$ cat config.mk
export PLATFORM = sky130hd
export DESIGN_NAME = alarm_entry_timeout
export DESIGN_NICKNAME = d
export VERILOG_FILES = /design/src/rtl/alarm_entry_timeout.sv
export SDC_FILE = /design/constraint.sdc
export NUM_CORES = 1
export LEC_CHECK = 0
export BUFFER_PORTS_ARGS = -buffer_cell sky130_fd_sc_hd__buf_2
export CAP_MARGIN = 10
export CORE_AREA = 2 2 39 41
export CTS_CLUSTER_DIAMETER = 100
export DETAILED_ROUTE_END_ITERATION = 10
export DIE_AREA = 0 0 41 43
export SYNTH_ARGS = -nofsm -noshare
export SYNTH_HDL_FRONTEND = slang
export SYNTH_SLANG_ARGS = --single-unit
export TNS_END_PERCENT = 20
$ cat constraint.sdc
create_clock -name clock -period 1.21 [get_ports clock]
set_input_delay 0.121 -clock clock [delete_from_list [all_inputs] [get_ports clock]]
set_output_delay 0.121 -clock clock [all_outputs]
set_load 0.02 [all_outputs]
$ cat src/rtl/alarm_entry_timeout.sv
// Inactivity counter for abandoned keypad entry.
// Counts tick pulses since the last clear and saturates at LIMIT.
// Ports: clock, reset (async, active-high), clear, tick in; expired out
//   (high while the count equals LIMIT, combinational from the count register).
module alarm_entry_timeout #(
  parameter int unsigned LIMIT = 10
) (
  input  logic clock,
  input  logic reset,
  input  logic clear,
  input  logic tick,
  output logic expired
);

  localparam int unsigned W = (LIMIT < 2) ? 1 : $clog2(LIMIT + 1);
  localparam logic [W-1:0] LIMIT_W = W'(LIMIT);

  logic [W-1:0] cnt_q, cnt_d;

  // Clear has priority so a key stored on the same cycle as a tick restarts the window.
  always_comb begin
    cnt_d = cnt_q;
    if (clear) begin
      cnt_d = '0;
    end else if (tick && (cnt_q != LIMIT_W)) begin
      cnt_d = cnt_q + 1'b1;
    end
  end

  always_ff @(posedge clock or posedge reset) begin
    if (reset) begin
      cnt_q <= '0;
    end else begin
      cnt_q <= cnt_d;
    end
  end

  assign expired = (cnt_q == LIMIT_W);

endmodule

==> metrics.txt, run 1 <==
# TYPE chip_impl_metric gauge
chip_impl_info{name="status",value="finished, violations left"} 1
chip_impl_info{name="failing_checks",value="negative setup slack"} 1
chip_impl_metric{name="total_global_route_track_usage",unit="%"} 7.63
chip_impl_info{name="commonest_non_fill_non_tap_cells_in_the_layout",value="sky130_fd_sc_hd__buf_4, sky130_fd_sc_hd__clkbuf_4, sky130_fd_sc_hd__dfrtp_1, sky130_fd_sc_hd__buf_2"} 1
chip_impl_metric{name="final_core_util",unit="%"} 27.8
chip_impl_metric{name="worst-path-buf-inv",unit=""} 4
chip_impl_metric{name="fin_crit",unit="ps"} 1300
chip_impl_metric{name="antenna_violating_nets_post_route",unit=""} 0
chip_impl_metric{name="floorplan.rows",unit=""} 14
chip_impl_info{name="gr-max-usage-layer",value="met2"} 1
chip_impl_metric{name="area_delta_synth_final",unit="%"} 65.1
chip_impl_metric{name="power.density",unit="mW/mm^2"} 972
chip_impl_metric{name="fmax",unit="MHz"} 767
chip_impl_metric{name="synth-warning-count",unit=""} 0
chip_impl_metric{name="hold_viol_final",unit=""} 0
chip_impl_metric{name="final_layout_size_suffix_gt1_share",unit="%"} 61.1
chip_impl_metric{name="yosysUniqueCellTypes",unit=""} 14
chip_impl_metric{name="grt_antenna_before_repair",unit=""} 0
chip_impl_metric{name="cts.reportedPaths.clkPinSlew",unit="ps"} 40
chip_impl_metric{name="wire_length_of_the_first_global_routing_pass",unit="um"} 876
chip_impl_metric{name="cts_htree_levels",unit=""} 1
chip_impl_metric{name="groute.layer.met1.usage",unit="%"} 9.65
chip_impl_metric{name="maximum_number_of_pins_on_one_net_before_global_route_repair",unit=""} 7
chip_impl_metric{name="groute.layer.met2.usage",unit="%"} 11.6
chip_impl_metric{name="cts_buffer_depth",unit=""} 2
chip_impl_metric{name="post_synth.cell_area_avg",unit="um^2"} 10.6
chip_impl_metric{name="internal-power",unit="mW"} 0.285
chip_impl_metric{name="period_share",unit="%"} 108
chip_impl_metric{name="dp.final_hpwl",unit="um"} 325
chip_impl_metric{name="share_seq_of_total_power",unit="%"} 39.5
chip_impl_metric{name="slew_violations",unit=""} 0
chip_impl_info{name="cts-root-buf",value="sky130_fd_sc_hd__clkbuf_4"} 1
chip_impl_metric{name="ys_seq_area_share",unit="%"} 43.0
chip_impl_metric{name="cp_slowest_stage_delay",unit="ps"} 370
chip_impl_metric{name="dr_total_vias",unit=""} 206
chip_impl_info{name="hold_class",value="input pin to flip-flop"} 1
chip_impl_metric{name="top_level_ports",unit=""} 5
chip_impl_metric{name="yosys_register_bits",unit=""} 4
chip_impl_metric{name="number_of_endpoints_failing_setup_at_the_final_stage",unit=""} 3
chip_impl_info{name="largest_registers",value="cnt_q x4"} 1
chip_impl_metric{name="worst_ir_drop_vdd",unit="uV"} 223
chip_impl_metric{name="clock_sinks",unit=""} 4
chip_impl_info{name="worst_path_max_delay_cell",value="sky130_fd_sc_hd__dfrtp_1"} 1
chip_impl_info{name="worst_path_dominant_cell_family",value="flip-flops"} 1
chip_impl_metric{name="first_global_vias",unit=""} 201
chip_impl_metric{name="die_area",unit="mm^2"} 0.00176
chip_impl_metric{name="wire_per_inst",unit="um"} 10.0
chip_impl_metric{name="layout.nets",unit=""} 44
chip_impl_metric{name="worst_pin_slew",unit="ps"} 176
chip_impl_metric{name="placement_stage_cell_area",unit="um^2"} 300
chip_impl_metric{name="cp.required",unit="ps"} 1090
chip_impl_metric{name="fillCellCount",unit=""} 145
chip_impl_metric{name="critical_path_peak_fanout",unit=""} 4
chip_impl_metric{name="share_comb_of_total_power",unit="%"} 15.8
chip_impl_metric{name="port_buffers",unit=""} 4
chip_impl_metric{name="clock-skew-final",unit="ps"} 0.626
chip_impl_metric{name="power_leakage",unit="nW"} 0.207
chip_impl_metric{name="core_region_area",unit="mm^2"} 0.00138
chip_impl_metric{name="power_switching_share",unit="%"} 23.6
chip_impl_info{name="unrepaired_setup_endpoints_after_global_routing",value="true"} 1
chip_impl_info{name="worstSetupPathType",value="flip-flop to primary output"} 1
chip_impl_metric{name="fp.dieH",unit="um"} 43
chip_impl_metric{name="fp.dieW",unit="um"} 41
chip_impl_metric{name="drcViolationCount",unit=""} 0
chip_impl_metric{name="worst-r2r-setup-slack",unit="ps"} -30
chip_impl_info{name="clock_tree_from_tritoncts",value="built"} 1
chip_impl_metric{name="detail_route.wirelength",unit="um"} 520
chip_impl_metric{name="drt-initial-drc-count",unit=""} 0
chip_impl_metric{name="synth.net_count",unit=""} 28
chip_impl_metric{name="largest_register_ffs",unit=""} 4
chip_impl_metric{name="finish.instance_area",unit="um^2"} 384
chip_impl_metric{name="slew_headroom",unit="%"} 88.2
chip_impl_metric{name="cts-buffers-inserted",unit=""} 3
chip_impl_metric{name="grt-ovfl-total",unit=""} 0
chip_impl_metric{name="multi_input_gate_area",unit="um^2"} 144
chip_impl_metric{name="floorplan.initialDensity",unit="%"} 16.8
chip_impl_metric{name="switching_power",unit="mW"} 0.0882
chip_impl_metric{name="syn_inst",unit=""} 22
chip_impl_metric{name="synth.cell_area",unit="um^2"} 233
chip_impl_metric{name="drt_first_pass_iters",unit=""} 1
chip_impl_metric{name="seqCellArea",unit="um^2"} 101
chip_impl_info{name="cp_cell_sequence",value="inv_2 -> ha_4 -> nand3b_4 -> buf_6 -> inv_2 -> buf_6"} 1
chip_impl_metric{name="crit_arrival",unit="ps"} 1180
chip_impl_metric{name="power_frac_clock",unit="%"} 44.7
chip_impl_metric{name="maxCapViolations",unit=""} 0
chip_impl_info{name="mostFrequentLayoutCell",value="sky130_fd_sc_hd__buf_4"} 1
chip_impl_info{name="start_kind",value="flip-flop"} 1
chip_impl_metric{name="met3_track_demand_over_resource",unit="%"} 0
chip_impl_metric{name="gpl.final_weighted_congestion",unit=""} 0.611
chip_impl_info{name="endpoint_kind",value="primary output"} 1
chip_impl_metric{name="clk_latency",unit="ps"} 230
chip_impl_metric{name="post_drt_via_cell_ratio",unit=""} 3.96
chip_impl_metric{name="num_antenna_cells",unit=""} 0
chip_impl_info{name="largest_register",value="cnt_q"} 1
chip_impl_metric{name="worst_slack",unit="ps"} -94.2
[synth_stat cells (all sizes together)]
library cell,number,area share (%)
a21oi,3,8.1
inv,3,4.8
a21o,1,3.8
or3b,1,3.8
a311oi,1,3.8
nand3,1,2.1
nor2,1,1.6
dfrtp,4,43
nand4,1,2.7
xor2,1,3.8
ha,2,11
nand2,2,3.2
nand3b,1,8.6
[power groups by stage]
stage | Combinational [mW] | Sequential [mW] | Clock (mW)
2_1_floorplan | 0.0230 | 0.148 | 0
3_3_place_gp | 0.0386 | 0.149 | 0
3_5_place_dp | 0.0394 | 0.149 | 0
4_1_cts | 0.0495 | 0.147 | 0.173
5_1_grt | 0.0669 | 0.148 | 0.186
6_report | 0.0591 | 0.147 | 0.167
[layout make-up]
cell class / count / area share, %
multi-input combinational: 15 / 37.5
inverter: 3 / 2.93
timing repair buffer: 11 / 22.1
tap: 16 / 5.21
clock buffer: 3 / 5.86
sequential: 4 / 26.4
[kinds of logic (layout without fill, tap and decap cells)]
kind of cell / count (synthesis) / count (layout) / synth area share, %
AND/OR/NAND/NOR: 7 / 7 / 22.0
AO/OA/AOI/OAI: 5 / 5 / 15.6
flip-flops: 4 / 4 / 43.0
buffers and inverters: 3 / 17 / 4.84
adder cells (fa/ha/maj): 2 / 2 / 10.8
XOR/XNOR: 1 / 1 / 3.76
[per-layer routing]
metal | part of all wire (%) | wire (um)
met1 | 45 | 232
met2 | 55 | 285
met3 | 0.38 | 2
met4 | 0 | 0
met5 | 0 | 0
[repair_timing]
action | 4_1_cts | 5_1_grt
setup buffers | 3 | 1
hold buffers | 1 | 0
hold endpoints to repair | 4 | 0
gates resized for setup | 4 | 3
setup endpoints to repair | 2 | 4
pin swaps | 0 | 1
[final timing paths]
path	depth (start not counted)	endpoint	startpoint
max	6	expired	cnt_q[0]
min	2	cnt_q[0]	clear
max reg2reg	4	cnt_q[2]	cnt_q[1]
min reg2reg	2	cnt_q[3]	cnt_q[3]
max in group asynchronous	3	cnt_q[1]	reset
min in group asynchronous	3	cnt_q[0]	reset
[metrics by stage]
stage / power [mW] / cells / hold slack, ps / TNS (ps) / worst slack [ps]
2_1_floorplan: 0.171 / 22 / -113 / 0 / 11.5
3_3_place_gp: 0.188 / 44 / 10.1 / -45.9 / -45.9
3_5_place_dp: 0.189 / 44 / 9.15 / -56.3 / -56.3
4_1_cts: 0.369 / 51 / 93.7 / -201 / -116
5_1_grt: 0.401 / 52 / 124 / -357 / -156
6_report: 0.373 / 52 / 112 / -135 / -94.2
[worst reg2reg max path, stage by stage, from the launching register on]
cell	delay, ps
sky130_fd_sc_hd__dfrtp_2	430
sky130_fd_sc_hd__ha_4	180
sky130_fd_sc_hd__nand3b_4	90
sky130_fd_sc_hd__or3b_1	360
sky130_fd_sc_hd__a21oi_2	110
No activity file was read; power rests on OpenSTA's default activity.
==> run 2, diff against run 1 <==
ABC_AREA = 1   (was default)
HOLD_SLACK_MARGIN = 0.05   (was default)
RECOVER_POWER = 50   (was default)
==> run 2 against run 1 <==
- the run still ends with negative setup slack left
- synthesized cell count increased by 45%
- hold slack gained 81 ps
- clock-buffer cell count did not move
- flip-flop and latch count unchanged
- clock power grew 5%
- non-clock buffer count is 2 lower
- register-to-register slack improved by 130 ps
- maximum frequency rose by 6.8%
- design area down 3.3%
- clock skew hardly changed
- die area stayed put
- via count is 20% higher
- largest cell class unchanged
- largest power group unchanged
==> metrics.txt, run 2 <==
# TYPE chip_impl_metric gauge
chip_impl_info{name="status",value="finished, violations left"} 1
chip_impl_info{name="failing_checks",value="negative setup slack"} 1
chip_impl_metric{name="grt_antenna_before_repair",unit=""} 0
chip_impl_info{name="gr-max-usage-layer",value="met2"} 1
chip_impl_metric{name="synth_compound_area_share",unit="%"} 2.63
chip_impl_metric{name="syn_inst",unit=""} 32
chip_impl_metric{name="floorplan.rows",unit=""} 14
chip_impl_metric{name="floorplan.initialDensity",unit="%"} 17.2
chip_impl_metric{name="gpl.final_weighted_congestion",unit=""} 0.696
chip_impl_info{name="mostFrequentLayoutCell",value="sky130_fd_sc_hd__nand2_1"} 1
chip_impl_info{name="hold_class",value="input pin to flip-flop"} 1
chip_impl_metric{name="total_global_route_track_usage",unit="%"} 9.48
chip_impl_metric{name="critical_path_peak_fanout",unit=""} 2
chip_impl_metric{name="worst_pin_slew",unit="ps"} 197
chip_impl_info{name="netlist_top_cells_area",value="sky130_fd_sc_hd__dfrtp_1, sky130_fd_sc_hd__nand2_1, sky130_fd_sc_hd__ha_1, sky130_fd_sc_hd__inv_1, sky130_fd_sc_hd__nand3_1"} 1
chip_impl_metric{name="final_core_util",unit="%"} 26.9
chip_impl_metric{name="fin_setup_tns",unit="ps"} -11.7
chip_impl_metric{name="clk_latency",unit="ps"} 240
chip_impl_metric{name="fp.dieW",unit="um"} 41
chip_impl_metric{name="worst-r2r-setup-slack",unit="ps"} 100
chip_impl_metric{name="slew_headroom",unit="%"} 86.9
chip_impl_metric{name="period_share",unit="%"} 101
chip_impl_info{name="unrepaired_setup_endpoints_after_global_routing",value="true"} 1
chip_impl_metric{name="largest_register_ffs",unit=""} 4
chip_impl_metric{name="cts.reportedPaths.clkPinSlew",unit="ps"} 40
chip_impl_metric{name="num_antenna_cells",unit=""} 0
chip_impl_metric{name="crit_arrival",unit="ps"} 1100
chip_impl_metric{name="netlist.area_leader.share",unit="%"} 42.1
chip_impl_metric{name="yosysUniqueCellTypes",unit=""} 9
chip_impl_metric{name="fp.dieH",unit="um"} 43
chip_impl_info{name="synth_area_leader_cell",value="sky130_fd_sc_hd__dfrtp_1"} 1
chip_impl_metric{name="synth.mux.area_fraction",unit="%"} 0
chip_impl_info{name="cts-root-buf",value="sky130_fd_sc_hd__clkbuf_4"} 1
chip_impl_info{name="start_kind",value="flip-flop"} 1
chip_impl_info{name="hold_worst_path_end",value="cnt_q[3]"} 1
chip_impl_info{name="largest_registers",value="cnt_q x4"} 1
chip_impl_metric{name="cp.required",unit="ps"} 1090
chip_impl_metric{name="dr_total_vias",unit=""} 248
chip_impl_metric{name="slew_violations",unit=""} 0
chip_impl_metric{name="port_buffers",unit=""} 4
chip_impl_metric{name="top_level_ports",unit=""} 5
chip_impl_metric{name="met3_track_demand_over_resource",unit="%"} 1.57
chip_impl_metric{name="drt_first_pass_iters",unit=""} 4
chip_impl_metric{name="cts_buffer_depth",unit=""} 2
chip_impl_info{name="dominantRegCellSynth",value="sky130_fd_sc_hd__dfrtp_1"} 1
chip_impl_metric{name="area_delta_synth_final",unit="%"} 56.3
chip_impl_metric{name="layout.nets",unit=""} 52
chip_impl_metric{name="wire_per_inst",unit="um"} 10.1
chip_impl_metric{name="min_path_cells",unit=""} 4
chip_impl_metric{name="clock-skew-final",unit="ps"} 0.845
chip_impl_metric{name="worst_ir_drop_vdd",unit="uV"} 289
chip_impl_info{name="regToRegStartpoint",value="cnt_q[0]"} 1
chip_impl_metric{name="synth-async-reset-ratio",unit="%"} 100
chip_impl_info{name="endpoint_kind",value="primary output"} 1
chip_impl_metric{name="synth.cell_area",unit="um^2"} 238
chip_impl_info{name="r2r_end",value="cnt_q[1]"} 1
chip_impl_metric{name="worst_slack",unit="ps"} -11.7
chip_impl_info{name="combinational_family_with_the_most_area_after_synthesis",value="simple AND/OR/NAND/NOR gates"} 1
chip_impl_metric{name="finish.instance_area",unit="um^2"} 372
chip_impl_info{name="largest_register",value="cnt_q"} 1
chip_impl_metric{name="cts_htree_levels",unit=""} 1
chip_impl_info{name="commonest_non_fill_non_tap_cells_in_the_layout",value="sky130_fd_sc_hd__nand2_1, sky130_fd_sc_hd__inv_1, sky130_fd_sc_hd__dfrtp_1, sky130_fd_sc_hd__buf_4"} 1
chip_impl_metric{name="post_drt_via_cell_ratio",unit=""} 4.13
chip_impl_metric{name="antenna_violating_nets_post_route",unit=""} 0
chip_impl_metric{name="groute.layer.met2.usage",unit="%"} 15.0
chip_impl_metric{name="hold_viol_final",unit=""} 0
chip_impl_metric{name="clock_sinks",unit=""} 4
chip_impl_metric{name="fmax",unit="MHz"} 819
chip_impl_info{name="clock_tree_from_tritoncts",value="built"} 1
chip_impl_metric{name="fin_crit",unit="ps"} 1220
chip_impl_metric{name="first_global_vias",unit=""} 261
chip_impl_info{name="worstSetupPathType",value="flip-flop to primary output"} 1
chip_impl_metric{name="maximum_number_of_pins_on_one_net_before_global_route_repair",unit=""} 7
chip_impl_metric{name="power.density",unit="mW/mm^2"} 1020
chip_impl_metric{name="synth_edf_count",unit=""} 0
chip_impl_metric{name="placement_stage_cell_area",unit="um^2"} 278
chip_impl_metric{name="cts-buffers-inserted",unit=""} 3
chip_impl_metric{name="synth.net_count",unit=""} 38
chip_impl_metric{name="post_synth.cell_area_avg",unit="um^2"} 7.43
chip_impl_metric{name="synth_simple_gate_area_share",unit="%"} 35.3
chip_impl_metric{name="power",unit="mW"} 0.378
chip_impl_metric{name="grt-ovfl-total",unit=""} 0
chip_impl_metric{name="worst_r2r_path_depth",unit=""} 7
chip_impl_metric{name="synth_xor_xnor_area_share",unit="%"} 0
chip_impl_metric{name="groute.layer.met1.usage",unit="%"} 9.12
chip_impl_metric{name="core_region_area",unit="mm^2"} 0.00138
chip_impl_metric{name="number_of_endpoints_failing_setup_at_the_final_stage",unit=""} 1
chip_impl_metric{name="drt-initial-drc-count",unit=""} 2
chip_impl_info{name="synth.cells.most_frequent",value="sky130_fd_sc_hd__nand2_1, sky130_fd_sc_hd__inv_1, sky130_fd_sc_hd__dfrtp_1, sky130_fd_sc_hd__nand3_1, sky130_fd_sc_hd__nor2_1"} 1
chip_impl_metric{name="yosys_register_bits",unit=""} 4
chip_impl_metric{name="die_area",unit="mm^2"} 0.00176
chip_impl_metric{name="power_leakage",unit="nW"} 0.190
chip_impl_metric{name="wire_length_of_the_first_global_routing_pass",unit="um"} 1060
chip_impl_metric{name="yosys.area_share.adder",unit="%"} 10.5
chip_impl_metric{name="synth-warning-count",unit=""} 0
chip_impl_metric{name="ys_seq_area_share",unit="%"} 42.1
chip_impl_metric{name="maxCapViolations",unit=""} 0
chip_impl_metric{name="detail_route.wirelength",unit="um"} 605
chip_impl_info{name="hold_path.startpoint",value="clear"} 1
chip_impl_metric{name="dp.final_hpwl",unit="um"} 371
chip_impl_metric{name="final_layout_size_suffix_gt1_share",unit="%"} 36.4
chip_impl_metric{name="drcViolationCount",unit=""} 0
chip_impl_info{name="synthMostInstantiatedCell",value="sky130_fd_sc_hd__nand2_1"} 1
run 2: changes by cell type after synthesis, sizes merged, moves of 3 or more:
cell / before / now
nor2: 1 / 4
inv: 3 / 6
nand3: 1 / 4
nand2: 2 / 9
a21oi: 3 / 0
run 2: cell families after synthesis:
kind of cell / count (synthesis)
AND/OR/NAND/NOR: 19
buffers and inverters: 6
flip-flops: 4
adder cells (fa/ha/maj): 2
AO/OA/AOI/OAI: 1
run 2: cell type report:
type / count / area (um^2)
Sequential cell: 4 / 100
Clock buffer: 3 / 22.5
Multi-Input combinational cell: 22 / 140
Fill cell: 153 / 1010
Inverter: 6 / 22.5
Tap cell: 16 / 20.0
Timing Repair Buffer: 9 / 66.3
run 2: repair_timing:
action / in CTS / in global routing
pin swaps: 1 / 0
hold buffers: 1 / 0
endpoints found under the hold margin: 4 / 0
endpoints found under the setup margin: 1 / 1
gates resized for setup: 7 / 1
setup buffers: 3 / 1
run 2: how the worst max path moves through the flow:
stage,cells after the start,end,start
after floorplan,6,cnt_q[0],cnt_q[0]
after global placement,5,expired,cnt_q[0]
after detailed placement,5,expired,cnt_q[0]
after CTS,5,expired,cnt_q[0]
after global routing,5,expired,cnt_q[0]
final,5,expired,cnt_q[0]
run 2: critical path, cell delays in order (launching register included):
cell	delay (ps)
sky130_fd_sc_hd__dfrtp_1	390
sky130_fd_sc_hd__inv_2	90
sky130_fd_sc_hd__ha_4	150
sky130_fd_sc_hd__nand3_4	60
sky130_fd_sc_hd__inv_2	60
sky130_fd_sc_hd__buf_6	100
run 2: where the power goes:
part / total, mW / internal [mW] / switching [mW]
sequential: 0.147 / 0.140 / 0.00702
clock: 0.175 / 0.111 / 0.0631
combinational: 0.0564 / 0.0287 / 0.0277
run 2: per-layer routing:
layer | vias to the layer above | wire length [um] | share of wire (%)
met5 | - | 0 | 0
met4 | 0 | 17 | 2.8
met3 | 2 | 10 | 1.7
met2 | 3 | 370 | 61
met1 | 117 | 206 | 34
li1 | 126 | - | -
run 2: stage by stage:
stage / worst slack (ps) / hold WS, ps / std cells
4_1_cts: -4.00 / 193 / 59
6_report: -11.7 / 192 / 60
2_1_floorplan: 179 / -113 / 32
3_3_place_gp: 87.7 / 9.52 / 52
3_5_place_dp: 52.6 / 6.42 / 52
5_1_grt: -55.5 / 230 / 60
